## config.mk

```make
export PLATFORM = sky130hd
export DESIGN_NAME = demux_stream_buffered
export DESIGN_NICKNAME = d
export VERILOG_FILES = /design/src/rtl/demux_stream_buffered.sv
export SDC_FILE = /design/constraint.sdc
export NUM_CORES = 1
export LEC_CHECK = 0
export ABC_CLOCK_PERIOD_IN_PS = 2800
export CAP_MARGIN = 20
export CORE_MARGIN = 3
export CORE_UTILIZATION = 35
export CTS_CLUSTER_SIZE = 40
export DETAILED_ROUTE_END_ITERATION = 6
export PLACE_DENSITY = 0.55
export SLEW_MARGIN = 10
export SYNTH_ARGS = -nofsm -noshare
export SYNTH_HDL_FRONTEND = slang
export SYNTH_SLANG_ARGS = --single-unit
```

## constraint.sdc

```tcl
create_clock -name clk -period 2.8 [get_ports clk]
set_input_delay 0.28 -clock clk [delete_from_list [all_inputs] [get_ports clk]]
set_output_delay 0.28 -clock clk [all_outputs]
set_load 0.01 [all_outputs]
```

## src/rtl/demux_stream_buffered.sv

```systemverilog
// 1-to-2 valid/ready demux with a 2-entry FIFO and
// a delivered-beat counter behind each output port.

module demux_stream_buffered_fifo #(
  parameter int N     = 32,
  parameter int CNT_W = 16
) (
  input  logic             clk,
  input  logic             rst,
  input  logic             push,
  input  logic [N-1:0]     din,
  output logic             full,
  output logic [N-1:0]     dout,
  output logic             valid,
  input  logic             ready,
  output logic [CNT_W-1:0] cnt
);

  logic [1:0]   occ;
  logic [N-1:0] tail;
  logic         pop;

  assign pop  = valid && ready;
  assign full = (occ == 2'd2);

  // dout is the head register; it keeps its value once drained
  always_ff @(posedge clk) begin
    if (rst) begin
      occ   <= '0;
      valid <= 1'b0;
      dout  <= '0;
      tail  <= '0;
      cnt   <= '0;
    end else begin
      if (pop) cnt <= cnt + 1'b1;
      unique case ({push, pop})
        2'b11: dout <= din;
        2'b10: begin
          if (occ == 2'd0) begin
            dout  <= din;
            valid <= 1'b1;
            occ   <= 2'd1;
          end else begin
            tail <= din;
            occ  <= 2'd2;
          end
        end
        2'b01: begin
          if (occ == 2'd2) begin
            dout <= tail;
            occ  <= 2'd1;
          end else begin
            valid <= 1'b0;
            occ   <= 2'd0;
          end
        end
        default: ;
      endcase
    end
  end

endmodule

module demux_stream_buffered #(
  parameter int N     = 32,
  parameter int CNT_W = 16
) (
  input  logic             clk,
  input  logic             rst,
  input  logic [N-1:0]     in_data,
  input  logic             in_valid,
  input  logic             in_choose,
  output logic             in_ready,
  output logic [N-1:0]     out1_data,
  output logic             out1_valid,
  input  logic             out1_ready,
  output logic [N-1:0]     out2_data,
  output logic             out2_valid,
  input  logic             out2_ready,
  output logic [CNT_W-1:0] cnt1,
  output logic [CNT_W-1:0] cnt2
);

  logic full1, full2;
  logic push1, push2;

  assign in_ready = in_choose ? !full2 : !full1;
  assign push1    = in_valid && in_ready && !in_choose;
  assign push2    = in_valid && in_ready &&  in_choose;

  demux_stream_buffered_fifo #(.N(N), .CNT_W(CNT_W)) u_f1 (
    .clk   (clk),
    .rst   (rst),
    .push  (push1),
    .din   (in_data),
    .full  (full1),
    .dout  (out1_data),
    .valid (out1_valid),
    .ready (out1_ready),
    .cnt   (cnt1)
  );

  demux_stream_buffered_fifo #(.N(N), .CNT_W(CNT_W)) u_f2 (
    .clk   (clk),
    .rst   (rst),
    .push  (push2),
    .din   (in_data),
    .full  (full2),
    .dout  (out2_data),
    .valid (out2_valid),
    .ready (out2_ready),
    .cnt   (cnt2)
  );

endmodule

```

==> impl_metrics.env <==
export IMPL_clk_latency_ns=0.42
export IMPL_cts_setup_buffers=0
export IMPL_drv_slew=0
export IMPL_ff_latch_area_mm2=0.00332
export IMPL_syn_cell_area_mm2=0.00729
export IMPL_tightestPinTransition_ns=0.994
export IMPL_yosysTopAreaCell="dfxtp_1"
export IMPL_path_class="reg2reg"
export IMPL_vias=6040
export IMPL_fillers=1969
export IMPL_fp_row_count=52
export IMPL_reg2regPathDepth=9
export IMPL_finalPower_w=0.00595
export IMPL_post_dp_hpwl_mm=12.9
export IMPL_grt_usage_pct=17.2
export IMPL_fmax_ghz=0.410
export IMPL_fin_nets=964
export IMPL_yosys_area_share_simple_pct=16.2
export IMPL_hold_viol_final=0
export IMPL_synth_top_family_by_area="compound AO/OA/AOI/OAI gates"
export IMPL_ir_drop_mv=0.419
export IMPL_multi_input_area_mm2=0.00366
export IMPL_critical_path_arrival_ns=2.76
export IMPL_rr_endpoint="u_f2.dout[24]$_SDFFE_PP0P_"
export IMPL_run_status="complete, no violations"
export IMPL_wirelength_mm=19.2
export IMPL_clock_sinks=166
export IMPL_grt_overflow_total=0
export IMPL_grt_pass1_wl_mm=30.9
export IMPL_whs_endpoint="u_f1.cnt[14]$_SDFFE_PP0P_"
export IMPL_fin_skew_ns=0.00786
export IMPL_maxCapViolations=0
export IMPL_floorplan_initialDensity_pct=35.8
export IMPL_cts_repair_resized=0
export IMPL_clock_tree_root_cell="clkbuf_16"
export IMPL_ys_flop_type="dfxtp_1"
export IMPL_yosys_area_share_adder_pct=1.55
export IMPL_grt_pass1_vias=5708
export IMPL_synthCells=797
export IMPL_grt_max_degree=86
export IMPL_cts_hold_buf=0
export IMPL_synth_edf_count=0
export IMPL_viasPerCell=5.04
export IMPL_yosysSeqAreaShare_pct=45.6
export IMPL_hold_class="in2reg"
export IMPL_slew_headroom_pct=33.5
export IMPL_hold_start="rst"
export IMPL_coreArea_mm2=0.0204
export IMPL_synth_area_mux_share_pct=9.61
export IMPL_fp_dieW_um=150
export IMPL_cts_max_path_buffers=2
export IMPL_hold_depth=2
export IMPL_syn_avg_cell_area_um2=9.14
export IMPL_drive_gt1_share_pct=11.0
export IMPL_synth_ff_latch_count=166
export IMPL_synth_top_area_share_pct=45.6
export IMPL_antenna_found_initial=0
export IMPL_rsz0062_at_grt="false"
export IMPL_routabilityCongestion=0.791
export IMPL_synth_most_common_cell="dfxtp_1"
export IMPL_crit_path_max_fanout=26
export IMPL_r2r_start="u_f2.occ[0]$_SDFFE_PP0P_"
export IMPL_drt_initial_drc_count=334
export IMPL_critical_path_required_ns=3.12
export IMPL_dr_pass1_iters=4
export IMPL_synth_xor_area_share_pct=3.00
export IMPL_ys_async_sr_fraction_pct=0
export IMPL_yosysWarnings=0
export IMPL_die_area_mm2=0.0226
export IMPL_drc=0
export IMPL_cp_start_kind="flip-flop"
export IMPL_synth_common_cells="dfxtp_1, nand2_1, a21oi_1"
export IMPL_tns_ns=0
export IMPL_htree_levels=4
export IMPL_clk_pin_slew_ns=0.06
export IMPL_tritoncts="built"
export IMPL_p_per_area_mw_per_mm2=621
export IMPL_p_leak_nw=3.15
export IMPL_cts_buffers=17
export IMPL_post_drt_wl_per_cell_um=16.0
export IMPL_synth_nets=844
export IMPL_antenna_left=0
export IMPL_die_h_um=150
export IMPL_min_period_ns=2.44
export IMPL_synthToLayoutAreaGrowth_pct=31.6
export IMPL_io_pins=137
export IMPL_synth_compound_area_share_pct=19.3
export IMPL_endpoint_kind="flip-flop"
export IMPL_synth_area_top_cells="dfxtp_1, mux2i_1, nand2_1, a21oi_1, a221oi_2"
export IMPL_synth_cell_types=45
export IMPL_finalSetupViolCount=0
export IMPL_port_buffers=136
export IMPL_final_period_utilization_pct=87.2
export IMPL_antennaDiodeCount=0
export IMPL_r2r_slack_ns=0.36
==> power by group <==
group / total, W / switching, W / internal (W) / leakage, nW
logic: 0.00104 / 0.000532 / 0.000504 / 1.52
registers: 0.00262 / 0.000102 / 0.00251 / 1.35
clock network: 0.00230 / 0.000933 / 0.00137 / 0.285
total: 0.00595 / 0.00157 / 0.00439 / 3.15
==> worst max-delay path, stage by stage, from the launching register on <==
cell and delay [ns]:
dfxtp_1 0.51, inv_1 0.15, nand2_1 0.08, nand3_1 0.17, ha_2 0.26, mux2_4 0.28, o22ai_4 0.16, buf_4 0.32
a21oi_1 0.12, a311oi_1 0.27
==> area by class of cell <==
| type | count | share of cell area, % |
|---|---|---|
| Multi-Input combinational cell | 560 | 38.1 |
| Timing Repair Buffer | 164 | 17.4 |
| Clock inverter | 9 | 1.06 |
| Sequential cell | 166 | 34.6 |
| Clock buffer | 21 | 4.90 |
| Tap cell | 270 | 3.52 |
| Inverter | 8 | 0.313 |
==> registers in the layout, indices dropped and copies added (netlist names) <==
| signal | flops |
|---|---|
| u_f1.cnt | 16 |
| u_f1.dout | 32 |
| u_f1.occ | 2 |
| u_f1.tail | 32 |
| u_f1.valid | 1 |
| u_f2.cnt | 16 |
| u_f2.dout | 32 |
| u_f2.occ | 2 |
| u_f2.tail | 32 |
| u_f2.valid | 1 |
==> cell usage in the layout (no fill, tap or decap), types with 7 or more instances in the layout <==
cell / instances
a221oi_2: 30
xnor2_1: 13
dfxtp_1: 166
nand2_1: 145
xor2_1: 12
clkbuf_16: 17
clkdlybuf4s50_1: 135
a311oi_1: 32
mux2i_1: 64
buf_4: 20
inv_1: 7
ha_1: 7
nand4_1: 13
nand3_1: 13
nor2_1: 66
buf_12: 8
a21oi_1: 107
==> worst max-delay path by stage <==
| stage | start | end | slack (ns) | depth (start not counted) |
|---|---|---|---|---|
| 2_1_floorplan | u_f1.occ[0]$_SDFFE_PP0P_ | u_f1.dout[0]$_SDFFE_PP0P_ | 0.64 | 9 |
| 3_3_place_gp | in_choose | u_f1.dout[30]$_SDFFE_PP0P_ | 0.17 | 9 |
| 3_5_place_dp | in_choose | u_f1.dout[27]$_SDFFE_PP0P_ | 0.14 | 8 |
| 4_1_cts | u_f2.occ[0]$_SDFFE_PP0P_ | u_f2.dout[24]$_SDFFE_PP0P_ | 0.37 | 9 |
| 5_1_grt | u_f2.occ[0]$_SDFFE_PP0P_ | u_f2.dout[24]$_SDFFE_PP0P_ | 0.19 | 9 |
| 6_report | u_f2.occ[0]$_SDFFE_PP0P_ | u_f2.dout[24]$_SDFFE_PP0P_ | 0.36 | 9 |
==> cell families (layout without fill, tap and decap cells) <==
kind of cell | Yosys count | after routing
AOI/OAI and AO/OA | 187 | 187
DFF | 166 | 166
xor gates and xnor gates | 25 | 25
muxes | 69 | 69
buffers and inverters | 71 | 202
adders and majority gates | 9 | 9
and+or+nand+nor | 270 | 270
==> through the flow <==
step / worst slack, ns / utilization (%) / cell area (µm²) / cells / hold slack (ns)
2_1_floorplan: 0.639 / - / 7290 / 797 / 0.416
3_3_place_gp: 0.170 / 44.3 / 9020 / 1168 / 0.441
3_5_place_dp: 0.140 / 44.3 / 9020 / 1168 / 0.446
4_1_cts: 0.370 / 47.1 / 9590 / 1198 / 0.339
5_1_grt: 0.193 / 47.1 / 9590 / 1198 / 0.362
6_report: 0.360 / 47.1 / 9590 / 1198 / 0.344
==> metal layers <==
| layer | part of all wire [%] | track usage [%] | wire, µm | up-vias |
|---|---|---|---|---|
| met5 | 0 | 0 | 0 | - |
| met3 | 5.4 | 4.39 | 1040 | 15 |
| met1 | 48 | 23.4 | 9280 | 2821 |
| met4 | 1.2 | 4.99 | 234 | 0 |
| li1 | - | - | - | 3089 |
| met2 | 45 | 26.9 | 8610 | 115 |
Power figures use the tool's default switching activity.
==> RTL edit, RTL diff (same settings) <==
Put a register stage on the output `cnt2`, without a reset. The value now appears one clock later. The other outputs are not delayed to match.
--- a/src/rtl/demux_stream_buffered.sv
+++ b/src/rtl/demux_stream_buffered.sv
@@ -82,4 +82,6 @@
 );
 
+  logic [CNT_W-1:0] cnt2_d;
+
   logic full1, full2;
   logic push1, push2;
@@ -110,6 +112,10 @@
     .valid (out2_valid),
     .ready (out2_ready),
-    .cnt   (cnt2)
+    .cnt   (cnt2_d)
   );
+
+  always_ff @(posedge clk) begin
+      cnt2 <= cnt2_d;
+  end
 
 endmodule
Behaviour: not the same (Yosys sat finds a counterexample within 4 cycles, from zero or initial values and one cycle with rst high).
==> RTL edit against the unedited design <==
Setup slack got worse by 0.046 ns; wire length increased by 6.8%; global-route usage decreased by 0.14 points; die area increased by 6.2%; power increased by 3.2%; design area increased by 4.8%; sequential cell count increased by 16; sequential power increased by 8.0%; area after synthesis increased by 6.5%; count of clock-buffer cells in the layout decreased by 2; hold slack got worse by 0.052 ns; synthesized cell count increased by 11%; critical path depth decreased by 3; critical endpoint is now u_f1.dout[31]$_SDFFE_PP0P_; highest routed layer unchanged.
==> RTL edit: results <==
{
  "synth-seq-cells": 182,
  "fin_nets": 1049,
  "vias": 6403,
  "hold_path_depth": 2,
  "dp_hpwl_um": 13510,
  "p_sw_mw": 1.674,
  "finalClockSkew_ns": 0.01343,
  "routed_wl_um": 20460,
  "r2r_cells": 6,
  "cpPeakStageDelay_ns": 0.55,
  "num_antenna_cells": 0,
  "clk_path_buf_depth": 2,
  "tightest_slew_ns": 1.061,
  "cp_top_family": "simple AND/OR/NAND/NOR gates",
  "cts_setup_buffers": 0,
  "hold_start": "rst",
  "cp_slowest_cell": "or4b_1",
  "fillers": 2071,
  "gp_congestion": 0.7683,
  "crit_arrival_ns": 2.83,
  "ys_seq_area_share_pct": 46.96,
  "ir_drop_uv": 413.4,
  "worstReg2RegEnd": "u_f1.dout[31]$_SDFFE_PP0P_",
  "ys_types": 44,
  "clk_latency_ns": 0.43,
  "p_clk_mw": 2.36,
  "ctsRootBufferMaster": "clkbuf_16",
  "path_clk_slew_ns": 0.07,
  "rr_startpoint": "u_f1.occ[1]$_SDFFE_PP0P_",
  "yosys-top-cells-area": "dfxtp_1, a21oi_1, nand2_1",
  "placed_cells": 1258,
  "powerSeq_mw": 2.83,
  "grt_max_degree": 77,
  "syn_nets": 933,
  "synth.most_common_cell": "dfxtp_1",
  "crit_fanout": 32,
  "cts_resized": 0,
  "combinationalPower_uw": 960,
  "drt_pre_antenna_iters": 4,
  "track_usage_pct": 17.02,
  "avgSynthCellArea_um2": 8.757,
  "ys_top_cells_by_count": "dfxtp_1, nand2_1, a21oi_1",
  "drive_gt1_share_pct": 10.34,
  "drtIter0Drc": 406,
  "rrSetupSlack_ns": 0.31,
  "grt_pass1_wl_um": 32980,
  "ys_warn_count": 0,
  "hold_end": "u_f1.cnt[9]$_SDFFE_PP0P_",
  "port_buffers": 136,
  "grt_pass1_vias": 5975,
  "hold_slack_ns": 0.2920,
  "via_per_inst": 4.964,
  "grt.overflow.total": 0,
  "status": "finished, final reports clean",
  "p_leak_nw": 3.446
}
-- RTL edit: worst max-delay path by stage --
stage	cells after the start	to	start
after CTS	6	u_f1.dout[31]$_SDFFE_PP0P_	u_f1.occ[0]$_SDFFE_PP0P_
after detailed placement	6	u_f1.dout[31]$_SDFFE_PP0P_	in_valid
after global placement	6	u_f1.dout[0]$_SDFFE_PP0P_	in_valid
after global routing	6	u_f1.dout[31]$_SDFFE_PP0P_	u_f1.occ[0]$_SDFFE_PP0P_
final	6	u_f1.dout[31]$_SDFFE_PP0P_	u_f1.occ[1]$_SDFFE_PP0P_
after floorplan	9	u_f1.dout[10]$_SDFFE_PP0P_	u_f1.occ[0]$_SDFFE_PP0P_
-- RTL edit: kinds of logic (layout without fill, tap and decap cells) --
family	Yosys count	in the layout	share of synthesized area (%)
compound gates	229	229	19.84
fa+ha+maj	9	9	1.451
xor+xnor	22	22	2.483
mux	67	67	8.676
simple gates	264	264	14.64
flops	182	182	46.96
buf+inv	113	242	5.950
-- RTL edit: cell type report --
class	instances	area share, %
repair buffers	166	16.30
multi-input cells	591	36.70
inverters	44	1.643
well taps	275	3.423
clock inverters	13	1.183
clock buffers	19	4.506
flip-flops and latches	182	36.25
-- RTL edit: metrics by stage --
step / cell area (um^2) / utilization (%) / setup WS [ns] / setup TNS (ns)
detailed placement: 9479 / 44.25 / -0.01436 / -0.02598
global placement: 9479 / 44.25 / 0.02658 / 0
CTS: 10050 / 46.92 / 0.2888 / 0
finish: 10050 / 46.92 / 0.3140 / 0
floorplan: 7759 / - / 0.3328 / 0
global route: 10050 / 46.92 / 0.1808 / 0
-- RTL edit: metal layers --
layer | GRT usage [%] | wire length (um)
met3 | 4.590 | 857
met5 | 0 | 0
met1 | 23.28 | 10050
met4 | 3.028 | 106
met2 | 27.40 | 9452
